==> config.mk <==
export PLATFORM = sky130hd
export DESIGN_NAME = limn2600_bus_arbiter_flat
export DESIGN_NICKNAME = d
export VERILOG_FILES = /design/src/rtl/limn2600_bus_arbiter_if.sv /design/src/rtl/limn2600_bus_arbiter.sv /design/src/flat_wrapper.sv
export SDC_FILE = /design/constraint.sdc
export NUM_CORES = 1
export LEC_CHECK = 0
export CORE_AREA = 2 2 145 147
export DETAILED_ROUTE_END_ITERATION = 12
export DIE_AREA = 0 0 147 149
export PLACE_DENSITY = 0.68
export SLEW_MARGIN = 20
export SYNTH_ARGS = -nofsm -noshare
export SYNTH_HDL_FRONTEND = slang
export SYNTH_SLANG_ARGS = --single-unit
==> constraint.sdc <==
create_clock -name clk -period 3.8 [get_ports clk]
set_clock_uncertainty 0.2 [all_clocks]
set_input_delay 0.57 -clock clk [delete_from_list [all_inputs] [get_ports clk]]
set_output_delay 0.57 -clock clk [all_outputs]
set_load 0.01 [all_outputs]
==> src/rtl/limn2600_bus_arbiter_if.sv <==
// Limn2600 memory-bus bundle: two requesting masters (m0 = fetch, m1 = load/store)
// and the shared bank strobe/return bus.
//   slave  : arbiter view (accepts master requests, drives bank strobes)
//   master : environment view (masters issue requests, banks return rdy/rdata)
interface limn2600_bus_arbiter_if #(
    parameter int unsigned DATA_WIDTH = 32
);
    localparam int unsigned ADDR_W = 32;
    localparam int unsigned N_BANK = 3;

    // master 0 (instruction fetch)
    logic                          m0_req;
    logic                          m0_we;
    logic [ADDR_W-1:0]             m0_addr;
    logic [DATA_WIDTH-1:0]         m0_wdata;
    logic                          m0_ack;
    logic [DATA_WIDTH-1:0]         m0_rdata;
    logic                          m0_err;

    // master 1 (load/store)
    logic                          m1_req;
    logic                          m1_we;
    logic [ADDR_W-1:0]             m1_addr;
    logic [DATA_WIDTH-1:0]         m1_wdata;
    logic                          m1_ack;
    logic [DATA_WIDTH-1:0]         m1_rdata;
    logic                          m1_err;

    // bank side: one-hot ce, [0]=ROM [1]=RAM [2]=NVRAM
    logic [N_BANK-1:0]             s_ce;
    logic                          s_we;
    logic                          s_oe;
    logic [ADDR_W-1:0]             s_addr;
    logic [DATA_WIDTH-1:0]         s_wdata;
    logic [N_BANK-1:0]             s_rdy;
    logic [N_BANK*DATA_WIDTH-1:0]  s_rdata;

    modport slave (
        input  m0_req, m0_we, m0_addr, m0_wdata,
        output m0_ack, m0_rdata, m0_err,
        input  m1_req, m1_we, m1_addr, m1_wdata,
        output m1_ack, m1_rdata, m1_err,
        output s_ce, s_we, s_oe, s_addr, s_wdata,
        input  s_rdy, s_rdata
    );

    modport master (
        output m0_req, m0_we, m0_addr, m0_wdata,
        input  m0_ack, m0_rdata, m0_err,
        output m1_req, m1_we, m1_addr, m1_wdata,
        input  m1_ack, m1_rdata, m1_err,
        input  s_ce, s_we, s_oe, s_addr, s_wdata,
        output s_rdy, s_rdata
    );
endinterface

==> src/rtl/limn2600_bus_arbiter.sv <==
// Two-master round-robin arbiter and address decoder for the Limn2600 ROM/RAM/NVRAM banks.
// One transaction in flight: IDLE (arbitrate/decode) -> ISSUE (strobe) -> WAIT (rdy or
// timeout) -> RESP (one-cycle ack). Unmapped addresses and ROM writes skip straight to RESP.
// Ports:
//   clk  : clock, posedge
//   rst  : synchronous reset, active-low
//   bus  : limn2600_bus_arbiter_if.slave (master request/response + bank strobe/return)
module limn2600_bus_arbiter #(
    parameter int unsigned DATA_WIDTH = 32,
    parameter int unsigned TIMEOUT    = 15
) (
    input  logic                  clk,
    input  logic                  rst,
    limn2600_bus_arbiter_if.slave bus
);
    localparam int unsigned ADDR_W = 32;
    localparam int unsigned CNT_W  = $clog2(TIMEOUT + 1);

    typedef enum logic [1:0] {
        IDLE  = 2'd0,
        ISSUE = 2'd1,
        WAIT  = 2'd2,
        RESP  = 2'd3
    } state_t;

    state_t                 state;
    logic                   gnt;        // owner of the current transaction: 0=m0, 1=m1
    logic                   rr_last;    // last contention winner: 0=m0, 1=m1
    logic                   lat_we;
    logic [2:0]             lat_bank;
    logic [CNT_W-1:0]       cnt;

    // arbitration and request mux
    logic                   both_req_c;
    logic                   any_req_c;
    logic                   gnt_c;
    logic                   req_we_c;
    logic [ADDR_W-1:0]      req_addr_c;
    logic [DATA_WIDTH-1:0]  req_wdata_c;
    logic [2:0]             dec_bank_c;
    logic                   req_bad_c;

    assign both_req_c  = bus.m0_req & bus.m1_req;
    assign any_req_c   = bus.m0_req | bus.m1_req;
    // under contention the master that did not win last time gets the bus
    assign gnt_c       = bus.m1_req & (~bus.m0_req | ~rr_last);
    assign req_we_c    = gnt_c ? bus.m1_we    : bus.m0_we;
    assign req_addr_c  = gnt_c ? bus.m1_addr  : bus.m0_addr;
    assign req_wdata_c = gnt_c ? bus.m1_wdata : bus.m0_wdata;

    // address decode on the upper half-word
    always_comb begin
        dec_bank_c = 3'b000;
        case (req_addr_c[31:16])
            16'hFFFE: dec_bank_c = 3'b001;
            16'h0000: dec_bank_c = 3'b010;
            16'hF800: dec_bank_c = 3'b100;
            default:  dec_bank_c = 3'b000;
        endcase
    end

    assign req_bad_c = (dec_bank_c == 3'b000) | (dec_bank_c[0] & req_we_c);

    // ready/data of the selected bank only; other banks' rdy is ignored
    logic                   sel_rdy_c;
    logic [DATA_WIDTH-1:0]  sel_rdata_c;

    assign sel_rdy_c = |(bus.s_rdy & lat_bank);

    always_comb begin
        sel_rdata_c = bus.s_rdata[0 +: DATA_WIDTH];
        if (lat_bank[1]) begin
            sel_rdata_c = bus.s_rdata[DATA_WIDTH +: DATA_WIDTH];
        end else if (lat_bank[2]) begin
            sel_rdata_c = bus.s_rdata[2*DATA_WIDTH +: DATA_WIDTH];
        end
    end

    // response decision for the transition into RESP
    logic                   resp_c;
    logic                   resp_err_c;
    logic                   resp_gnt_c;
    logic [DATA_WIDTH-1:0]  resp_data_c;

    always_comb begin
        resp_c      = 1'b0;
        resp_err_c  = 1'b0;
        resp_gnt_c  = gnt;
        resp_data_c = '0;
        case (state)
            IDLE: begin
                if (any_req_c && req_bad_c) begin
                    resp_c     = 1'b1;
                    resp_err_c = 1'b1;
                    resp_gnt_c = gnt_c;
                end
            end
            WAIT: begin
                if (sel_rdy_c) begin
                    resp_c      = 1'b1;
                    resp_data_c = lat_we ? '0 : sel_rdata_c;
                end else if (cnt == CNT_W'(TIMEOUT - 1)) begin
                    resp_c     = 1'b1;
                    resp_err_c = 1'b1;
                end
            end
            default: begin
                resp_c = 1'b0;
            end
        endcase
    end

    // state register with registered outputs
    always_ff @(posedge clk) begin
        if (!rst) begin
            state        <= IDLE;
            gnt          <= 1'b0;
            rr_last      <= 1'b1;
            lat_we       <= 1'b0;
            lat_bank     <= 3'b000;
            cnt          <= '0;
            bus.m0_ack   <= 1'b0;
            bus.m0_err   <= 1'b0;
            bus.m0_rdata <= '0;
            bus.m1_ack   <= 1'b0;
            bus.m1_err   <= 1'b0;
            bus.m1_rdata <= '0;
            bus.s_ce     <= 3'b000;
            bus.s_we     <= 1'b0;
            bus.s_oe     <= 1'b0;
            bus.s_addr   <= '0;
            bus.s_wdata  <= '0;
        end else begin
            bus.m0_ack   <= resp_c & ~resp_gnt_c;
            bus.m0_err   <= resp_c & ~resp_gnt_c & resp_err_c;
            bus.m0_rdata <= (resp_c & ~resp_gnt_c) ? resp_data_c : '0;
            bus.m1_ack   <= resp_c & resp_gnt_c;
            bus.m1_err   <= resp_c & resp_gnt_c & resp_err_c;
            bus.m1_rdata <= (resp_c & resp_gnt_c) ? resp_data_c : '0;
            bus.s_ce     <= 3'b000;
            bus.s_we     <= 1'b0;
            bus.s_oe     <= 1'b0;

            case (state)
                IDLE: begin
                    if (any_req_c) begin
                        gnt      <= gnt_c;
                        lat_we   <= req_we_c;
                        lat_bank <= dec_bank_c;
                        if (both_req_c) begin
                            rr_last <= gnt_c;
                        end
                        if (req_bad_c) begin
                            state <= RESP;
                        end else begin
                            state       <= ISSUE;
                            bus.s_ce    <= dec_bank_c;
                            bus.s_we    <= req_we_c;
                            bus.s_oe    <= ~req_we_c;
                            bus.s_addr  <= req_addr_c;
                            bus.s_wdata <= req_wdata_c;
                        end
                    end
                end
                ISSUE: begin
                    cnt   <= '0;
                    state <= WAIT;
                end
                WAIT: begin
                    if (resp_c) begin
                        state <= RESP;
                    end else begin
                        cnt <= cnt + CNT_W'(1);
                    end
                end
                RESP: begin
                    state <= IDLE;
                end
                default: begin
                    state <= IDLE;
                end
            endcase
        end
    end
endmodule
==> src/flat_wrapper.sv <==
// flat-port wrapper written by rule: the top's interface ports become plain ports
module limn2600_bus_arbiter_flat 
#(
    parameter int unsigned DATA_WIDTH = 32,
    parameter int unsigned TIMEOUT    = 15
)
  (clk, rst, bus_m0_req, bus_m0_we, bus_m0_addr, bus_m0_wdata, bus_m0_ack, bus_m0_rdata, bus_m0_err, bus_m1_req, bus_m1_we, bus_m1_addr, bus_m1_wdata, bus_m1_ack, bus_m1_rdata, bus_m1_err, bus_s_ce, bus_s_we, bus_s_oe, bus_s_addr, bus_s_wdata, bus_s_rdy, bus_s_rdata);
  limn2600_bus_arbiter_if #(.DATA_WIDTH(DATA_WIDTH)) bus_i ();
  input  logic clk;
  input  logic rst;
  input wire logic [$bits(bus_i.m0_req)-1:0] bus_m0_req;
  input wire logic [$bits(bus_i.m0_we)-1:0] bus_m0_we;
  input wire logic [$bits(bus_i.m0_addr)-1:0] bus_m0_addr;
  input wire logic [$bits(bus_i.m0_wdata)-1:0] bus_m0_wdata;
  output wire logic [$bits(bus_i.m0_ack)-1:0] bus_m0_ack;
  output wire logic [$bits(bus_i.m0_rdata)-1:0] bus_m0_rdata;
  output wire logic [$bits(bus_i.m0_err)-1:0] bus_m0_err;
  input wire logic [$bits(bus_i.m1_req)-1:0] bus_m1_req;
  input wire logic [$bits(bus_i.m1_we)-1:0] bus_m1_we;
  input wire logic [$bits(bus_i.m1_addr)-1:0] bus_m1_addr;
  input wire logic [$bits(bus_i.m1_wdata)-1:0] bus_m1_wdata;
  output wire logic [$bits(bus_i.m1_ack)-1:0] bus_m1_ack;
  output wire logic [$bits(bus_i.m1_rdata)-1:0] bus_m1_rdata;
  output wire logic [$bits(bus_i.m1_err)-1:0] bus_m1_err;
  output wire logic [$bits(bus_i.s_ce)-1:0] bus_s_ce;
  output wire logic [$bits(bus_i.s_we)-1:0] bus_s_we;
  output wire logic [$bits(bus_i.s_oe)-1:0] bus_s_oe;
  output wire logic [$bits(bus_i.s_addr)-1:0] bus_s_addr;
  output wire logic [$bits(bus_i.s_wdata)-1:0] bus_s_wdata;
  input wire logic [$bits(bus_i.s_rdy)-1:0] bus_s_rdy;
  input wire logic [$bits(bus_i.s_rdata)-1:0] bus_s_rdata;
  assign bus_i.m0_req = bus_m0_req;
  assign bus_i.m0_we = bus_m0_we;
  assign bus_i.m0_addr = bus_m0_addr;
  assign bus_i.m0_wdata = bus_m0_wdata;
  assign bus_m0_ack = bus_i.m0_ack;
  assign bus_m0_rdata = bus_i.m0_rdata;
  assign bus_m0_err = bus_i.m0_err;
  assign bus_i.m1_req = bus_m1_req;
  assign bus_i.m1_we = bus_m1_we;
  assign bus_i.m1_addr = bus_m1_addr;
  assign bus_i.m1_wdata = bus_m1_wdata;
  assign bus_m1_ack = bus_i.m1_ack;
  assign bus_m1_rdata = bus_i.m1_rdata;
  assign bus_m1_err = bus_i.m1_err;
  assign bus_s_ce = bus_i.s_ce;
  assign bus_s_we = bus_i.s_we;
  assign bus_s_oe = bus_i.s_oe;
  assign bus_s_addr = bus_i.s_addr;
  assign bus_s_wdata = bus_i.s_wdata;
  assign bus_i.s_rdy = bus_s_rdy;
  assign bus_i.s_rdata = bus_s_rdata;
  limn2600_bus_arbiter #(.DATA_WIDTH(DATA_WIDTH), .TIMEOUT(TIMEOUT)) u_core (.clk(clk), .rst(rst), .bus(bus_i));
endmodule
Word level (Yosys, flattened, before mapping)

Index checks and enable logic that the tools add are counted.
W data, S select, Z words.

Equality and inequality tests: 9
Mux-type cells: 23
$add $sub $neg: 1
Bitwise gates (word level): 19
Reduce and logical (&&, ||, !) cells: 14

Operator list:

| operator               | count |
|---|---|
| $mux W32               | 7 |
| $eq A16 B16 Y1 const B | 2 |
| $logic_not A16 Y1      | 1 |
| $reduce_and A2 Y1      | 5 |
| $pmux W3 S3            | 1 |
| $not A1 Y1             | 8 |
| $pmux W2 S4            | 1 |
| $pmux W4 S2            | 1 |
| $and A1 B1 Y1          | 7 |
| $mux W1                | 7 |
| $mux W2                | 3 |
| $reduce_and A3 Y1      | 2 |
| $add A4 B1 Y4 const B  | 1 |
| $eq A2 B2 Y1 const B   | 2 |
| $eq A4 B4 Y1 const B   | 1 |
| $mux W4                | 1 |
| $ne A2 B1 Y1 const B   | 2 |
| $pmux W1 S2            | 2 |
| $reduce_or A4 Y1       | 1 |
| $and A3 B3 Y3          | 1 |
| $logic_not A3 Y1       | 1 |
| $or A1 B1 Y1           | 3 |
| $reduce_or A3 Y1       | 1 |
| $eq A2 B1 Y1 const B   | 1 |
| 4 further kinds        | 4 |

Output and inout bits: 137
Register bits after elaboration: 149

Depth between registers and ports, before layout

Depth in word-level cells: 14
Mapped depth: 10
Depth with buffers taken out: 8

Worst setup path after synthesis

No wires, ideal clock.

Kind: input to register
Start point: in bus_m1_addr[28]
End point: reg u_core.bus.s_wdata[0]
Cell stages on the path: 9
Setup slack: 1,175 ps
Arrival time: 2,290 ps
Buffers on the path: 3
Setup time: 135 ps
Cells stage by stage: or4_1 nor3_1 o22ai_1 a22oi_4 and2_1 buf_6 buf_6 buf_2 a311oi_1

Longest elaborated chain between the ends: 7

RTL lines:

| element                                             | RTL line                      | source |
|---|---|---|
| start: declaration                                  | flat_wrapper.sv:20            | `input wire logic [$bits(bus_i.m1_addr)-1:0] bus_m1_addr;` |
| $mux W32 *                                          | limn2600_bus_arbiter.sv:48    | `assign req_addr_c = gnt_c ? bus.m1_addr : bus.m0_addr;` |
| $eq A16 B16 Y1 or $logic_not A16 Y1 (tied branches) | limn2600_bus_arbiter.sv:54    | `case (req_addr_c[31:16])` |
| $pmux W3 S3 *                                       | limn2600_bus_arbiter.sv:54    |  |
| $logic_not A3 Y1 or $and A1 B1 Y1 (tied branches)   | limn2600_bus_arbiter.sv:62    | `assign req_bad_c = (dec_bank_c == 3'b000) \| (dec_bank_c[0] & req_we_c);` |
| $or A1 B1 Y1 *                                      | limn2600_bus_arbiter.sv:62    |  |
| $not A1 Y1 (no line) *                              | -                             |  |
| $reduce_and A3 Y1 (no line) *                       | -                             |  |
| end signal: assignment                              | limn2600_bus_arbiter.sv:161   | `bus.s_wdata <= req_wdata_c;` |
| end: declaration                                    | limn2600_bus_arbiter_if.sv:43 | `output s_ce, s_we, s_oe, s_addr, s_wdata,` |

Mark *: on every way between the ends. The rest lies on a longest branch, timed or not.
A chain may end at the register's enable or synchronous reset.

Worst setup path after layout

Start point: in bus_m0_req
End point: reg u_core.bus.s_addr[4]

Longest elaborated chain between the ends: 10

RTL lines:

| element                                             | RTL line                      | source |
|---|---|---|
| start: declaration                                  | flat_wrapper.sv:11            | `input wire logic [$bits(bus_i.m0_req)-1:0] bus_m0_req;` |
| $not A1 Y1                                          | limn2600_bus_arbiter.sv:46    | `assign gnt_c = bus.m1_req & (~bus.m0_req \| ~rr_last);` |
| $or A1 B1 Y1                                        | limn2600_bus_arbiter.sv:46    |  |
| $and A1 B1 Y1                                       | limn2600_bus_arbiter.sv:46    |  |
| $mux W32                                            | limn2600_bus_arbiter.sv:48    |  |
| $eq A16 B16 Y1 or $logic_not A16 Y1 (tied branches) | limn2600_bus_arbiter.sv:54    |  |
| $pmux W3 S3                                         | limn2600_bus_arbiter.sv:54    |  |
| $logic_not A3 Y1 or $and A1 B1 Y1 (tied branches)   | limn2600_bus_arbiter.sv:62    |  |
| $or A1 B1 Y1                                        | limn2600_bus_arbiter.sv:62    |  |
| $not A1 Y1 (no line)                                | -                             |  |
| $reduce_and A3 Y1 (no line)                         | -                             |  |
| end signal: assignment                              | limn2600_bus_arbiter.sv:160   | `bus.s_addr <= req_addr_c;` |
| end: declaration                                    | limn2600_bus_arbiter_if.sv:43 |  |

Several ways; a longest one is shown, not always the timed one.

==> flow_summary.yaml <==
route:
  drc: 0
  postRouteWirelength_mm: 21.5
  drt_iter0_markers: 241
  postRouteAntennaNets: 0
  route.vias.total: 6308
  routedWlPerCell_um: 15.7
  avgViaCountPerCell: 4.60
  drt_first_pass_iters: 4
finish:
  layout_commonest_cell: "clkdlybuf4s50_1"
  final_core_util_pct: 51.9
  num_antenna_cells: 0
  final_net_count: 1320
  layout-area-overhead-vs-synth_pct: 73.7
  finalInstanceArea_um2: 10700
  layout-drive-gt1-share_pct: 6.30
  layout.cells.most_common_list: "clkdlybuf4s50_1, nand2_1, dfxtp_1"
synth:
  synth.net_count: 972
  postSynthCellCount: 734
  post_synth_instance_area_um2: 6150
  postSynthRegisterBits: 149
  synth_cell_types: 49
  syn_avg_cell_area_um2: 8.37
  ys_seq_area_share_pct: 48.5
  postSynth.asyncResetShare_pct: 0
  synth-edff-count: 0
  ys.flop_type: "dfxtp_1"
  synth-warning-count: 0
global_route:
  antenna_violations_before_repair: 0
  globalRouteOverflowTotal: 0
  number_of_global_route_vias_before_repair: 5926
  grt_pass1_wl_mm: 32.3
  grt_start_max_net_pins: 66
  track_usage_pct: 18.9
setup_path:
  critPathMaxFanout: 57
  cp_data_required_time_ns: 3.92
  worst_setup_path_end_kind: "register"
  worst-endpoint-arrival_ns: 3.32
  timing.setup.critical_path_class: "input pin to register"
  critPathLaunchType: "input pin"
sta:
  max_freq_mhz: 312
  final_sum_of_negative_setup_slack_ns: 0
  number_of_pins_exceeding_their_max_slew_limit_in_the_final_report: 0
  finalCritPeriodShare_pct: 84.2
  rsz0062_at_grt: "no"
  worst_slew_margin_rel_pct: 55.4
  timing.final.setup_violations: 0
  max_slew.worst_pin.slew_ns: 0.665
  worst_hold_slack_ns: 0.238
  period_needed_ns: 3.20
  timing_hold_violations_final: 0
floorplanning:
  io_pins: 370
  die-height_um: 149
  initial_utilization_pct: 29.9
  fp-row-count: 53
  fp.coreArea_um2: 20600
  fp.dieArea_um2: 21900
  die_width_um: 147
clock_tree:
  cts_hold_buf: 0
  number_of_buffers_created_by_cts: 17
  cts_tree: "done"
  cts_sinks: 149
  worst_setup_hold_path_clk_slew_ns: 0.06
  worstSkewPairLatency_ns: 0.42
  clk_path_buf_depth: 2
  cts-root-buf: "clkbuf_16"
  post_cts.repair.setup_buffers: 0
  cts_resized: 0
  clock_tree.htree_level_count: 4
pwr:
  sw_frac_of_total_pct: 26.1
  max-vdd-ir-drop_uv: 278
  combinationalPowerShare_pct: 16.6
  power_per_cell_area_nw_per_um2: 369
  clock_power_share_pct: 42.5
  power.leakage_nw: 3.63
  power_frac_seq_pct: 40.9
  internal_power_w: 0.00291
  totalPowerFinal_w: 0.00394
  switchingPower_w: 0.00103
placed_design:
  dpl-instance-area_um2: 10100
  place.gp.congestion: 0.845
  portBuffers: 369
  post-dp-hpwl_mm: 16.2
job:
  maxCapViolations: 0
run_status:
  outcome: "finished, final reports clean"
hold_path:
  min-delay-path-class: "register to register"
[Yosys cell counts, drive strengths merged (8+ instances only)]
cell type / n / share of area [%]
nor2: 141 / 8.7
nor3: 8 / 0.65
mux2i: 35 / 5.8
a311oi: 48 / 7.9
inv: 8 / 0.49
nand3: 8 / 0.65
buf: 22 / 2.4
o21ai: 37 / 3.1
a21oi: 8 / 0.65
o21a: 11 / 1.3
dfxtp: 149 / 49
nand2: 176 / 11
clkbuf: 29 / 1.8
[power groups by stage]
stage	sequential (W)	combinational (W)	clock, W
6_report	0.00161	0.000653	0.00167
5_1_grt	0.00162	0.000715	0.00178
4_1_cts	0.00161	0.000657	0.00171
3_5_place_dp	0.00165	0.000655	0
3_3_place_gp	0.00165	0.000651	0
2_1_floorplan	0.00164	0.000291	0
[critical path, stage by stage]
cell	delay, ns
clkdlybuf4s50_1	0.62
a21bo_2	0.32
mux2i_1	0.35
o21ai_1	0.20
a22oi_4	0.34
and2_4	0.28
buf_12	0.27
nor2_1	0.07
a311oi_1	0.29
[worst paths after layout]
path                            slack (ns)                   from                    end  depth (start not counted)
worst min register to register        0.24  u_core.bus.s_addr[16]  u_core.bus.s_addr[16]                          2
worst max register to register        0.96         u_core.rr_last   u_core.bus.s_addr[4]                          8
worst min-delay path                  0.24  u_core.bus.s_addr[16]  u_core.bus.s_addr[16]                          2
worst max-delay path                  0.60             bus_m0_req   u_core.bus.s_addr[4]                          9
[logic make-up after synthesis]
family,Yosys count,synth area share [%]
and+or+nand+nor,367,24.7
DFF,149,48.5
AOI/OAI and AO/OA,118,15.1
buffers and inverters,59,4.70
muxes,35,5.82
adders and majority gates,5,1.02
xor gates and xnor gates,1,0.143
[sequential cells by signal, indices dropped and copies added, names as in the netlist, 2 cells and up]
| signal | cells |
|---|---|
| u_core.bus.s_addr | 32 |
| u_core.bus.s_wdata | 32 |
| u_core.cnt | 4 |
| u_core.bus.m1_rdata | 32 |
| u_core.state | 2 |
| u_core.bus.s_ce | 3 |
| u_core.bus.m0_rdata | 32 |
| u_core.lat_bank | 3 |
[per-layer routing]
metal	part of all wire [%]	vias to the layer above	wire length [um]	global-route usage, %
li1	-	3196	-	-
met1	41	2879	8860	22.8
met2	50	195	10700	32.3
met3	6.4	38	1390	5.44
met4	2.7	0	575	7.16
met5	0	-	0	0
[metrics by stage]
stage | setup slack (ns) | instances
after floorplan | 1.17 | 734
after detailed placement | 0.193 | 1338
after global placement | 0.387 | 1338
final | 0.600 | 1370
after CTS | 0.610 | 1370
after global routing | 0.402 | 1370
[cell type report]
| type | count | area (um2) |
|---|---|---|
| multi-input combinational | 526 | 2910 |
| clock inverter | 13 | 149 |
| sequential | 149 | 2990 |
| clock buffer | 19 | 433 |
| fill | 1962 | 9880 |
| inverter | 8 | 30.0 |
| timing repair buffer | 380 | 3830 |
| tap | 275 | 344 |
Power figures use the tool's default switching activity.
